File: src/rtl/fetch_redirect_unit_pkg.sv
// Shared definitions for the instruction-fetch front end.
// Contents:
//   RESET_PC_DEFAULT  - default first fetch address after reset
//   NOP_INSTR_DEFAULT - addi x0,x0,0, used to fill an empty IF/ID register
//   fetch_state_e     - fetch FSM state encoding (IDLE, REQ, WAIT, HOLD, DROP)
//   align_word()      - clears the two low address bits of a byte address
package fetch_redirect_unit_pkg;

  localparam logic [31:0] RESET_PC_DEFAULT  = 32'h0000_0000;
  localparam logic [31:0] NOP_INSTR_DEFAULT = 32'h0000_0013;

  typedef enum logic [2:0] {
    FS_IDLE = 3'd0,  // leaving reset, nothing issued yet
    FS_REQ  = 3'd1,  // request presented, waiting for ready
    FS_WAIT = 3'd2,  // request accepted, waiting for the response
    FS_HOLD = 3'd3,  // response parked in the hold buffer while IF/ID is stalled
    FS_DROP = 3'd4   // response in flight belongs to a redirected-away path
  } fetch_state_e;

  function automatic logic [31:0] align_word(input logic [31:0] addr);
    return {addr[31:2], 2'b00};
  endfunction

endpackage

File: src/rtl/fetch_redirect_unit_hold_buf.sv
// One-entry {pc, instr} buffer that parks a fetched instruction while the
// IF/ID register is stalled.
// Ports:
//   clk, rst_n - clock, asynchronous active-low reset (clears valid only)
//   load_i     - capture pc_i/instr_i and mark the entry valid
//   clear_i    - empty the entry (wins over load_i)
//   pc_i       - PC of the instruction being parked
//   instr_i    - instruction word being parked
//   valid_o    - entry holds an instruction
//   pc_o       - parked PC
//   instr_o    - parked instruction
module fetch_redirect_unit_hold_buf (
  input  logic        clk,
  input  logic        rst_n,
  input  logic        load_i,
  input  logic        clear_i,
  input  logic [31:0] pc_i,
  input  logic [31:0] instr_i,
  output logic        valid_o,
  output logic [31:0] pc_o,
  output logic [31:0] instr_o
);

  logic        valid_q;
  logic [31:0] pc_q;
  logic [31:0] instr_q;

  always_ff @(posedge clk or negedge rst_n) begin
    if (!rst_n) begin
      valid_q <= 1'b0;
    end else if (clear_i) begin
      valid_q <= 1'b0;
    end else if (load_i) begin
      valid_q <= 1'b1;
    end
  end

  // Payload is only meaningful while valid_q is set, so it carries no reset.
  always_ff @(posedge clk) begin
    if (load_i && !clear_i) begin
      pc_q    <= pc_i;
      instr_q <= instr_i;
    end
  end

  assign valid_o = valid_q;
  assign pc_o    = pc_q;
  assign instr_o = instr_q;

endmodule

File: src/rtl/fetch_redirect_unit.sv
// IF-stage PC owner. Issues one-outstanding instruction-memory requests,
// consumes EX-stage redirects, discards responses belonging to a
// redirected-away path and drives the IF/ID pipeline register.
// Ports:
//   clk, rst_n         - clock, asynchronous active-low reset
//   redirect_valid_i   - taken branch from EX, load redirect_pc_i
//   redirect_pc_i      - branch target (low two bits ignored, flagged)
//   flush_pipe_i       - kill IF/ID contents
//   stall_if_i         - hold IF/ID and PC
//   imem_req_valid_o   - fetch request
//   imem_req_ready_i   - request accepted when valid & ready
//   imem_req_addr_o    - word-aligned fetch address
//   imem_rsp_valid_i   - response for the outstanding request
//   imem_rsp_data_i    - instruction word
//   ifid_valid_o       - IF/ID holds a live instruction
//   ifid_pc_o          - PC of ifid_instr_o
//   ifid_instr_o       - instruction (NOP when empty)
//   misalign_err_o     - one-cycle pulse after a redirect to a non-word address
module fetch_redirect_unit
  import fetch_redirect_unit_pkg::*;
#(
  parameter logic [31:0] RESET_PC  = RESET_PC_DEFAULT,
  parameter logic [31:0] NOP_INSTR = NOP_INSTR_DEFAULT
) (
  input  logic        clk,
  input  logic        rst_n,
  input  logic        redirect_valid_i,
  input  logic [31:0] redirect_pc_i,
  input  logic        flush_pipe_i,
  input  logic        stall_if_i,
  output logic        imem_req_valid_o,
  input  logic        imem_req_ready_i,
  output logic [31:0] imem_req_addr_o,
  input  logic        imem_rsp_valid_i,
  input  logic [31:0] imem_rsp_data_i,
  output logic        ifid_valid_o,
  output logic [31:0] ifid_pc_o,
  output logic [31:0] ifid_instr_o,
  output logic        misalign_err_o
);

  fetch_state_e state_q;
  logic [31:0]  pc_q;
  logic         req_valid_q;
  logic [31:0]  req_addr_q;
  logic         drop_pending_q;
  logic         ifid_valid_q;
  logic [31:0]  ifid_pc_q;
  logic [31:0]  ifid_instr_q;
  logic         misalign_q;

  logic [31:0]  pc_inc_d;
  logic [31:0]  redir_pc_d;
  logic         accept;
  logic         rsp_seen;
  logic         hb_load;
  logic         hb_clear;
  logic         hb_valid;
  logic [31:0]  hb_pc;
  logic [31:0]  hb_instr;

  assign accept     = req_valid_q & imem_req_ready_i;
  assign pc_inc_d   = pc_q + 32'd4;  // wraps naturally at 2^32
  assign redir_pc_d = align_word(redirect_pc_i);
  // A response only counts in the two states that have one outstanding.
  assign rsp_seen   = imem_rsp_valid_i & ((state_q == FS_WAIT) | (state_q == FS_DROP));

  assign hb_load  = (state_q == FS_WAIT) & imem_rsp_valid_i & stall_if_i & ~redirect_valid_i;
  assign hb_clear = redirect_valid_i | ((state_q == FS_HOLD) & ~stall_if_i);

  fetch_redirect_unit_hold_buf u_hold_buf (
    .clk     (clk),
    .rst_n   (rst_n),
    .load_i  (hb_load),
    .clear_i (hb_clear),
    .pc_i    (pc_q),
    .instr_i (imem_rsp_data_i),
    .valid_o (hb_valid),
    .pc_o    (hb_pc),
    .instr_o (hb_instr)
  );

  always_ff @(posedge clk or negedge rst_n) begin
    if (!rst_n) begin
      state_q        <= FS_IDLE;
      pc_q           <= RESET_PC;
      req_valid_q    <= 1'b0;
      req_addr_q     <= RESET_PC;
      drop_pending_q <= 1'b0;
      ifid_valid_q   <= 1'b0;
      ifid_pc_q      <= 32'd0;
      ifid_instr_q   <= NOP_INSTR;
      misalign_q     <= 1'b0;
    end else begin
      misalign_q <= redirect_valid_i & (|redirect_pc_i[1:0]);

      // IF/ID default: killed on redirect/flush, bubble when free-running,
      // unchanged while stalled. Deliveries below override the bubble.
      if (redirect_valid_i || flush_pipe_i) begin
        ifid_valid_q <= 1'b0;
        ifid_pc_q    <= 32'd0;
        ifid_instr_q <= NOP_INSTR;
      end else if (!stall_if_i) begin
        ifid_valid_q <= 1'b0;
        ifid_instr_q <= NOP_INSTR;
      end

      if (redirect_valid_i) begin
        pc_q <= redir_pc_d;
        unique case (state_q)
          FS_IDLE, FS_HOLD: begin
            state_q     <= FS_REQ;
            req_valid_q <= 1'b1;
            req_addr_q  <= redir_pc_d;
          end
          FS_REQ: begin
            // A presented request may not be withdrawn or altered; remember
            // that its response must be thrown away once it is accepted.
            if (accept) begin
              state_q     <= FS_DROP;
              req_valid_q <= 1'b0;
            end else begin
              drop_pending_q <= 1'b1;
            end
          end
          FS_WAIT: begin
            if (imem_rsp_valid_i) begin
              state_q     <= FS_REQ;
              req_valid_q <= 1'b1;
              req_addr_q  <= redir_pc_d;
            end else begin
              state_q <= FS_DROP;
            end
          end
          FS_DROP: begin
            // Stale response arriving with a newer redirect: discard it and
            // go straight to the newest target.
            if (imem_rsp_valid_i) begin
              state_q        <= FS_REQ;
              req_valid_q    <= 1'b1;
              req_addr_q     <= redir_pc_d;
              drop_pending_q <= 1'b0;
            end
          end
          default: state_q <= FS_IDLE;
        endcase
      end else begin
        unique case (state_q)
          FS_IDLE: begin
            state_q     <= FS_REQ;
            req_valid_q <= 1'b1;
            req_addr_q  <= pc_q;
          end
          FS_REQ: begin
            if (accept) begin
              req_valid_q <= 1'b0;
              state_q     <= drop_pending_q ? FS_DROP : FS_WAIT;
            end
          end
          FS_WAIT: begin
            if (rsp_seen) begin
              if (stall_if_i) begin
                state_q <= FS_HOLD;
              end else begin
                if (!flush_pipe_i) begin
                  ifid_valid_q <= 1'b1;
                  ifid_pc_q    <= pc_q;
                  ifid_instr_q <= imem_rsp_data_i;
                end
                pc_q        <= pc_inc_d;
                state_q     <= FS_REQ;
                req_valid_q <= 1'b1;
                req_addr_q  <= pc_inc_d;
              end
            end
          end
          FS_HOLD: begin
            if (!stall_if_i && hb_valid) begin
              if (!flush_pipe_i) begin
                ifid_valid_q <= 1'b1;
                ifid_pc_q    <= hb_pc;
                ifid_instr_q <= hb_instr;
              end
              pc_q        <= pc_inc_d;
              state_q     <= FS_REQ;
              req_valid_q <= 1'b1;
              req_addr_q  <= pc_inc_d;
            end
          end
          FS_DROP: begin
            if (rsp_seen) begin
              drop_pending_q <= 1'b0;
              state_q        <= FS_REQ;
              req_valid_q    <= 1'b1;
              req_addr_q     <= pc_q;
            end
          end
          default: state_q <= FS_IDLE;
        endcase
      end
    end
  end

  // imem must only answer while a request is outstanding.
  rsp_in_window: assert property (@(posedge clk) disable iff (!rst_n)
    imem_rsp_valid_i |-> ((state_q == FS_WAIT) || (state_q == FS_DROP)));

  assign imem_req_valid_o = req_valid_q;
  assign imem_req_addr_o  = req_addr_q;
  assign ifid_valid_o     = ifid_valid_q;
  assign ifid_pc_o        = ifid_pc_q;
  assign ifid_instr_o     = ifid_instr_q;
  assign misalign_err_o   = misalign_q;

endmodule

File: config.mk
export PLATFORM = sky130hd
export DESIGN_NAME = fetch_redirect_unit
export DESIGN_NICKNAME = d
export VERILOG_FILES = /design/src/rtl/fetch_redirect_unit_pkg.sv /design/src/rtl/fetch_redirect_unit_hold_buf.sv /design/src/rtl/fetch_redirect_unit.sv
export SDC_FILE = /design/constraint.sdc
export NUM_CORES = 1
export LEC_CHECK = 0
export BUFFER_PORTS_ARGS = -buffer_cell sky130_fd_sc_hd__buf_2
export CAP_MARGIN = 0
export CORE_UTILIZATION = 42
export CTS_CLUSTER_SIZE = 14
export DETAILED_ROUTE_END_ITERATION = 12
export GPL_TIMING_DRIVEN = 0
export PLACE_DENSITY_LB_ADDON = 0.1
export SLEW_MARGIN = 20
export SYNTH_ARGS = -nofsm -noshare
export SYNTH_HDL_FRONTEND = slang
export SYNTH_SLANG_ARGS = --single-unit
File: constraint.sdc
create_clock -name clk -period 6.9 [get_ports clk]
set_clock_uncertainty 0.2 [all_clocks]
set_input_delay 0.345 -clock clk [delete_from_list [all_inputs] [get_ports clk]]
set_output_delay 0.345 -clock clk [all_outputs]
set_load 0.02 [all_outputs]
==> results of run 1 <==
-- worst paths after layout --
path	end	cells past startpoint
hold / removal	pc_q[24]$_DFFE_PN0P_	3
max in group asynchronous	ifid_pc_o[10]$_DFF_PN0_	3
min in group asynchronous	ifid_instr_o[16]$_DFF_PN0_	2
setup reg to reg	u_hold_buf.pc_o[20]$_DFFE_PP_	8
setup / recovery	u_hold_buf.pc_o[20]$_DFFE_PP_	8
hold reg to reg	u_hold_buf.pc_o[6]$_DFFE_PP_	0
-- synth_stat cells (all sizes together), types with 3 or more instances --
master / instances
dfrtp: 130
nor2: 94
nand2: 66
edfxtp: 62
a222oi: 54
o21ai: 42
clkbuf: 39
buf: 30
xnor2: 27
a21oi: 23
xor2: 22
nand4: 20
nand3: 18
nor3: 18
and2: 11
mux2: 11
mux2i: 11
nand2b: 11
nor4: 11
a21boi: 9
and4: 9
and3: 8
a31oi: 6
a22oi: 5
inv: 5
nor2b: 5
nor3b: 4
o31ai: 4
a221oi: 3
a41oi: 3
dfstp: 3
o31a: 3
-- final cells by class --
cell class / count / area [um^2]
fill: 1876 / 9190
clock buffer: 17 / 425
timing repair buffer: 230 / 1480
antenna: 1 / 2.50
buffer: 69 / 299
inverter: 5 / 18.8
clock inverter: 15 / 185
sequential: 195 / 5190
tap: 270 / 338
multi-input combinational: 526 / 3430
-- flip-flops by register name (all words and copies together) (netlist names), 3 cells and up --
signal / flops
ifid_instr_o: 32
ifid_pc_o: 32
imem_req_addr_o: 31
pc_q: 30
state_q: 3
u_hold_buf.instr_o: 32
u_hold_buf.pc_o: 30
-- layer usage --
metal / global-route usage (%) / vias up / part of all wire, %
met5: 0 / - / 0
met4: 7.68 / 0 / 1.5
met3: 4.01 / 25 / 6.5
met2: 39.4 / 292 / 46
met1: 37.2 / 3698 / 46
li1: - / 3476 / -
-- critical path: cells and delay by family, from the launching register on --
kind / cells / cell delay, ps
buffers and inverters: 6 / 1510
and+or+nand+nor: 2 / 850
DFF: 1 / 400
-- per-stage QoR --
step           setup WS (ps)  utilization [%]  instance area [um^2]
2_1_floorplan            956                -                  8930
3_3_place_gp           -2400             49.2                 10100
3_5_place_dp            3490             49.6                 10200
4_1_cts                 3640             55.3                 11400
5_1_grt                 3490             55.3                 11400
6_report                3620             55.3                 11400
-- power by group through the flow --
stage | combinational, mW | clock (mW) | sequential [mW]
floorplan | 0.484 | 0 | 1.55
global placement | 0.921 | 0 | 1.46
detailed placement | 0.930 | 0 | 1.46
CTS | 0.959 | 1.03 | 1.44
global route | 1.04 | 1.07 | 1.45
finish | 0.961 | 1.01 | 1.44
-- logic make-up after synthesis --
logic type / synth area share (%)
and+or+nand+nor: 16.7
xor gates and xnor gates: 4.80
AOI/OAI and AO/OA: 14.1
DFF: 58.1
muxes: 2.62
adders and majority gates: 0.140
buffers and inverters: 3.56
==> results_dict.tcl, run 1 <==
set metrics [dict create \
    port_buffers 167 \
    first_pass_iters 6 \
    ios 170 \
    worst-setup-path-type "reg2reg" \
    syn_inst 795 \
    cts_sinks 195 \
    crit_path_top_delay_cell "nor3_2" \
    worstMarginPinSlew_ps 878 \
    post_cts_buffers 0 \
    cp_data_required_time_ps 6850 \
    r2r_start "state_q[1]$_DFFE_PN0P_" \
    cts-buffers-inserted 17 \
    cts_resized 0 \
    hold_slack_ps 19.6 \
    drt-total-wl_um 27100 \
    grt_pass1_vias 7381 \
    die_y_um 148 \
    synth-seq-cells 195 \
    maxSlewViolCount 0 \
    p_total_mw 3.41 \
    min_period_ps 3280 \
    hold_path.class "in2reg" \
    run_status "completed" \
    grt_pass1_wl_um 42400 \
    ys_warn_count 0 \
    die_area_um2 21900 \
    synthesis.nets 867 \
    max_stage_delay_ps 650 \
    grtUsageTotal_pct 25.6 \
    drc 0 \
    yosysSeqAreaShare_pct 58.1 \
    cts_buffer_depth 2 \
    max_freq_ghz 0.305 \
    ant_nets 0 \
    crit_start "state_q[1]$_DFFE_PN0P_" \
    grt_max_degree 83 \
    intPower_mw 2.16 \
    initial_core_util_pct 43.5 \
    postCtsHoldBufs 55 \
    async_reset_ff_share_pct 68.2 \
    setup_viol 0 \
    p_leak_nw 4.77 \
    p_seq_share_pct 42.2 \
    crit_top_cell "buf_4" \
    place_hpwl_um 18900 \
    relSlewSlack_pct 41.0 \
    crit_chain "buf_2, nand2b_1, clkbuf_1, nor3_2, buf_4, buf_4, buf_6, buf_4" \
    yosys-top-cells-area "dfrtp_1, edfxtp_1, a222oi_1" \
    cp_data_arrival_time_ps 3220 \
    tns_ps 0 \
    finalNonFillerCells 1328 \
    rows 52 \
    grt_overflow 0 \
    hp-start "redirect_pc_i[24]" \
    gp_congestion 0.820 \
    cp-end-kind "flip-flop" \
    clkTransAtPathRegs_ps 80 \
    swShare_pct 36.6 \
    dp_cells 1240 \
    synthFlopType "dfrtp_1" \
    clkLatencyLatePin_ps 450 \
    pwr-share-clk_pct 29.6 \
    post-route-period-util_pct 47.5 \
    ir_worst_vdd_mv 0.189 \
    wl_per_cell_um 20.4 \
    layout-drive-gt1-share_pct 25.1 \
    syn_area_per_cell_um2 11.2 \
    area.growth.synth_to_final_pct 27.3 \
    syn_area_um2 8930 \
    final_cell_mix "buf_2, dfrtp_1, nor2_1" \
    power_density_nw_per_um2 300 \
    drt-vias-per-instance 5.64 \
    synth_area_leader_cell "dfrtp_1" \
    core_um2 20600 \
    rsz0062_at_grt "false" \
    p_sw_mw 1.25 \
    h-tree-depth 4 \
    synth.top_cell.area_share_pct 36.4 \
    final_hold_viol_count 0 \
    yosysUniqueCellTypes 68 \
    root_buffer "clkbuf_16" \
    antenna_found_initial 1 \
    dr_total_vias 7491 \
    cp-start-kind "flip-flop" \
    final_common_cell "buf_2" \
    cts_tree "built" \
    maxCapViolations 0 \
    die_w_um 148 \
    final_nets 1116 \
    rrSetupSlack_ps 3620 \
    drtIter0Drc 685 \
    p_comb_share_pct 28.2 \
    worstPathMaxFanout 10 \
    synth-edff-count 62 \
]
Note: power is estimated with default switching activity, not from simulation.
==> run 2: changes to the inputs <==
Clock period 6.9 ns to 3.1 ns, I/O delays scaled along.
==> run 2 against run 1 <==
Against the previous run:
- power increased by 120%
- flip-flop and latch count unchanged
- critical path depth increased by 2
- register-to-register slack got worse by 3400 ps
- clock power increased by 120%
- cell count increased by 0.90%
- core utilization increased by 0.69 points
- design area increased by 1.2%
- largest power group unchanged
==> results_dict.tcl, run 2 (synthesized netlist as in run 1, its figures left out) <==
set metrics [dict create \
    die_y_um 148 \
    clkLatencyLatePin_ps 440 \
    core_um2 20600 \
    pre_cts_ws_ps -88.5 \
    layout-drive-gt1-share_pct 24.7 \
    antenna_found_initial 1 \
    relSlewSlack_pct 41.2 \
    setup_viol 0 \
    gp_congestion 0.837 \
    place_hpwl_um 18600 \
    root_buffer "clkbuf_16" \
    grt_pass1_vias 7374 \
    final_common_cell "buf_2" \
    die_area_um2 21900 \
    post-route-cell-area_um2 11500 \
    area.growth.synth_to_final_pct 28.9 \
    finalNonFillerCells 1340 \
    drtIter0Drc 680 \
    dr_total_vias 7583 \
    grt_max_degree 80 \
    hold_path.class "in2async" \
    maxCapViolations 0 \
    cp_data_required_time_ps 3050 \
    p_total_mw 7.58 \
    n_antenna_cell 0 \
    run_status "completed" \
    initial_core_util_pct 43.5 \
    port_buffers 167 \
    h-tree-depth 4 \
    crit_path_top_delay_cell "dlygate4sd3_1" \
    drc 0 \
    crit_top_cell "buf_8" \
    placed_area_um2 10200 \
    power_density_nw_per_um2 659 \
    cts_buffer_depth 2 \
    rsz0062_at_grt "false" \
    cts_tree "built" \
    hold_slack_ps 8.88 \
    grt_pass1_wl_um 42400 \
    p_leak_nw 4.83 \
    crit_chain "dlygate4sd3_1, buf_2, inv_1, clkbuf_1, nand2_1, nor3_4, buf_8, buf_8, buf_8, buf_8" \
    clkTransAtPathRegs_ps 80 \
    layout_setup_ws_ps 162 \
    ant_nets 0 \
    cp-end-kind "flip-flop" \
    cts_sinks 195 \
    worstMarginPinSlew_ps 875 \
    max_stage_delay_ps 550 \
    die_w_um 148 \
    worst-setup-path-type "in2reg" \
    grtUsageTotal_pct 25.6 \
    cp_data_arrival_time_ps 2880 \
    wl_per_cell_um 20.3 \
    first_pass_iters 6 \
    final_cell_mix "buf_2, dfrtp_1, nor2_1" \
    final_hold_viol_count 0 \
    cts-buffers-inserted 17 \
    drt-total-wl_um 27200 \
    ios 170 \
    grt_overflow 0 \
    final_nets 1129 \
    dp_cells 1237 \
    min_period_ps 2940 \
    rows 52 \
    ir_worst_vdd_mv 0.454 \
    maxSlewViolCount 0 \
    worstPathMaxFanout 15 \
    max_freq_ghz 0.340 \
    drt-vias-per-instance 5.66 \
    cts_resized 0 \
    post-route-period-util_pct 94.8 \
    cp-start-kind "input pin" \
]
## run 2: changes by cell type in the layout (fill, tap and decap cells not counted), sizes merged
cell and change:
inv +2, buf -2, diode -1, clkinvlp +1, dlygate4sd3 +15, clkinv -3
## run 2: metal layers
metal	GRT usage, %	wire length, um	vias up
li1	-	-	3501
met1	37.7	12800	3788
met2	39.1	12500	267
met3	4.51	1590	27
met4	6.34	337	0
met5	0	0	-
## run 2: through the flow
stage / setup TNS, ps / utilization [%]
final: 0 / 56.0
after global routing: 0 / 56.0
after floorplan: 0 / -
after detailed placement: -1120 / 49.7
after CTS: 0 / 56.0
after global placement: -123900 / 49.2
## run 2: worst paths after layout
check / start / endpoint / slack, ps / depth (start not counted)
max: redirect_valid_i / u_hold_buf.pc_o[9]$_DFFE_PP_ / 160 / 10
min: rst_n / ifid_instr_o[15]$_DFF_PN0_ / 9 / 2
max reg2reg: state_q[2]$_DFFE_PN0P_ / imem_req_addr_o[17]$_DFFE_PN0P_ / 200 / 6
min reg2reg: pc_q[27]$_DFFE_PN0P_ / u_hold_buf.pc_o[27]$_DFFE_PP_ / 240 / 0
max in group asynchronous: rst_n / imem_req_addr_o[16]$_DFFE_PN0P_ / 1910 / 3
min in group clk: stall_if_i / ifid_instr_o[0]$_DFF_PN1_ / 60 / 4
## run 2: final cells by class
type / instances / area [um^2]
clock buffer: 17 / 425
fill: 1853 / 9050
tap: 270 / 338
inverter: 5 / 18.8
buffer: 69 / 300
clock inverter: 15 / 160
sequential: 195 / 5190
timing repair buffer: 243 / 1640
multi-input combinational: 526 / 3430
## run 2: power breakdown
group	switching [mW]	total [mW]	internal [mW]	leakage [nW]
Clock	1.13	2.21	1.08	0.283
Sequential	0.236	3.21	2.97	2.25
Combinational	1.40	2.17	0.762	2.30
## run 2: worst max-delay path, delay by kind of cell
kind,cells,cell delay [ps]
buf+inv,8,2150
simple gates,2,560
## run 2: what timing repair did
| item | CTS | global route |
|---|---|---|
| endpoints found under the hold margin | 256 | 0 |
| setup buffers | 1 | 0 |
| setup endpoints to repair | 13 | 0 |
| hold buffers | 70 | 0 |
==> run 3: changes to the inputs <==
Settings changed: PLACE_DENSITY_LB_ADDON 0.1 to default.
==> run 3 against run 2 <==
Against the previous run:
- core utilization about the same
- sequential power about the same
- worst setup slack better by 51 ps
- power fell by 0.60%
- critical path type is now reg2reg
- critical endpoint is now u_hold_buf.pc_o[29]$_DFFE_PP_
==> results_dict.tcl, run 3 (synthesized netlist as in run 1, its figures left out) <==
set metrics [dict create \
    run_status "completed" \
    rsz0062_at_grt "false" \
    final_nets 1129 \
    cts_resized 0 \
    power_density_nw_per_um2 655 \
    cp_data_required_time_ps 3040 \
    rrSetupSlack_ps 210 \
    antenna_found_initial 1 \
    relSlewSlack_pct 43.7 \
    r2r_start "state_q[1]$_DFFE_PN0P_" \
    ant_nets 0 \
    cts_sinks 195 \
    cts_buffer_depth 2 \
    post-route-cell-area_um2 11500 \
    hold_path.class "in2async" \
    p_total_mw 7.53 \
    final_hold_viol_count 0 \
    cts_tree "built" \
    dp_cells 1238 \
    grtUsageTotal_pct 25.7 \
    h-tree-depth 4 \
    final_common_cell "buf_2" \
    drc 0 \
    fill_cells 1832 \
    hold_slack_ps 14.7 \
    layout-drive-gt1-share_pct 24.7 \
    drt-total-wl_um 27700 \
    rows 52 \
    initial_core_util_pct 43.5 \
    finalNonFillerCells 1341 \
    first_pass_iters 7 \
    cp_data_arrival_time_ps 2830 \
    maxSlewViolCount 0 \
    multi_input_area_um2 3430 \
    worstMarginPinSlew_ps 840 \
    area.growth.synth_to_final_pct 28.8 \
    grt_max_degree 79 \
    die_w_um 148 \
    drtIter0Drc 926 \
    dr_total_vias 7641 \
    root_buffer "clkbuf_16" \
    grt_overflow 0 \
    ios 170 \
    layout_setup_ws_ps 213 \
    gp_congestion 0.824 \
    reg2reg_depth 7 \
    worst-setup-path-type "reg2reg" \
    place_hpwl_um 19000 \
    core_um2 20600 \
    cp-end-kind "flip-flop" \
    post-route-period-util_pct 93.1 \
    final_cell_mix "buf_2, dfrtp_1, nor2_1" \
    die_y_um 148 \
    tns_ps 0 \
    port_buffers 167 \
    placed_area_um2 10200 \
    grt_pass1_vias 7401 \
    cts-buffers-inserted 17 \
    drt-vias-per-instance 5.70 \
    p_leak_nw 4.83 \
    wl_per_cell_um 20.7 \
    reg2reg_to "u_hold_buf.pc_o[29]$_DFFE_PP_" \
    pre_cts_ws_ps 83.2 \
    clkLatencyLatePin_ps 440 \
    maxCapViolations 0 \
    utilization_pct 55.9 \
    clkTransAtPathRegs_ps 80 \
    ir_worst_vdd_mv 0.377 \
    cp-start-kind "flip-flop" \
    grt_pass1_wl_um 42600 \
    regArea_um2 5190 \
    die_area_um2 21900 \
    postCtsHoldBufs 70 \
    setup_viol 0 \
    min_period_ps 2890 \
    max_freq_ghz 0.346 \
    post_cts_buffers 0 \
    worstPathMaxFanout 16 \
]
-- run 3: metal layers --
layer  wire [um]  track usage, %  part of all wire (%)
met5           0               0                     0
met4         194            5.26                  0.70
met3        1850            4.32                   6.7
met2       12800            40.0                    46
met1       12800            37.8                    46
-- run 3: final cells by class --
type | count | area share [%]
clock buffer | 17 | 3.70
buffer | 69 | 2.61
antenna | 1 | 0.0218
sequential | 195 | 45.2
timing repair buffer | 243 | 14.3
clock inverter | 15 | 1.29
tap | 270 | 2.94
inverter | 5 | 0.163
multi-input combinational | 526 | 29.8
-- run 3: report_power, final --
part | switching [mW] | internal, mW | leakage (nW)
logic | 1.41 | 0.762 | 2.30
clock network | 1.09 | 1.07 | 0.277
registers | 0.243 | 2.97 | 2.25
total | 2.74 | 4.80 | 4.83
-- run 3: how the worst max path moves through the flow --
| stage | cells past startpoint | startpoint | slack (ps) | end |
|---|---|---|---|---|
| 6_report | 7 | state_q[1]$_DFFE_PN0P_ | 210 | u_hold_buf.pc_o[29]$_DFFE_PP_ |
| 3_5_place_dp | 8 | redirect_valid_i | 80 | u_hold_buf.pc_o[24]$_DFFE_PP_ |
| 5_1_grt | 7 | state_q[1]$_DFFE_PN0P_ | 30 | u_hold_buf.pc_o[28]$_DFFE_PP_ |
| 3_3_place_gp | 5 | redirect_valid_i | -1480 | u_hold_buf.pc_o[24]$_DFFE_PP_ |
| 4_1_cts | 7 | state_q[1]$_DFFE_PN0P_ | 190 | u_hold_buf.pc_o[29]$_DFFE_PP_ |
| 2_1_floorplan | 4 | state_q[1]$_DFFE_PN0P_ | 40 | u_hold_buf.instr_o[0]$_DFFE_PP_ |
-- run 3: worst max-delay path, stage by stage, from the launching register on --
cell and delay (ps):
dfrtp_1 400, buf_2 250, nand2b_1 190, clkbuf_2 320
nor3_4 600, buf_8 240, buf_8 170, buf_6 210
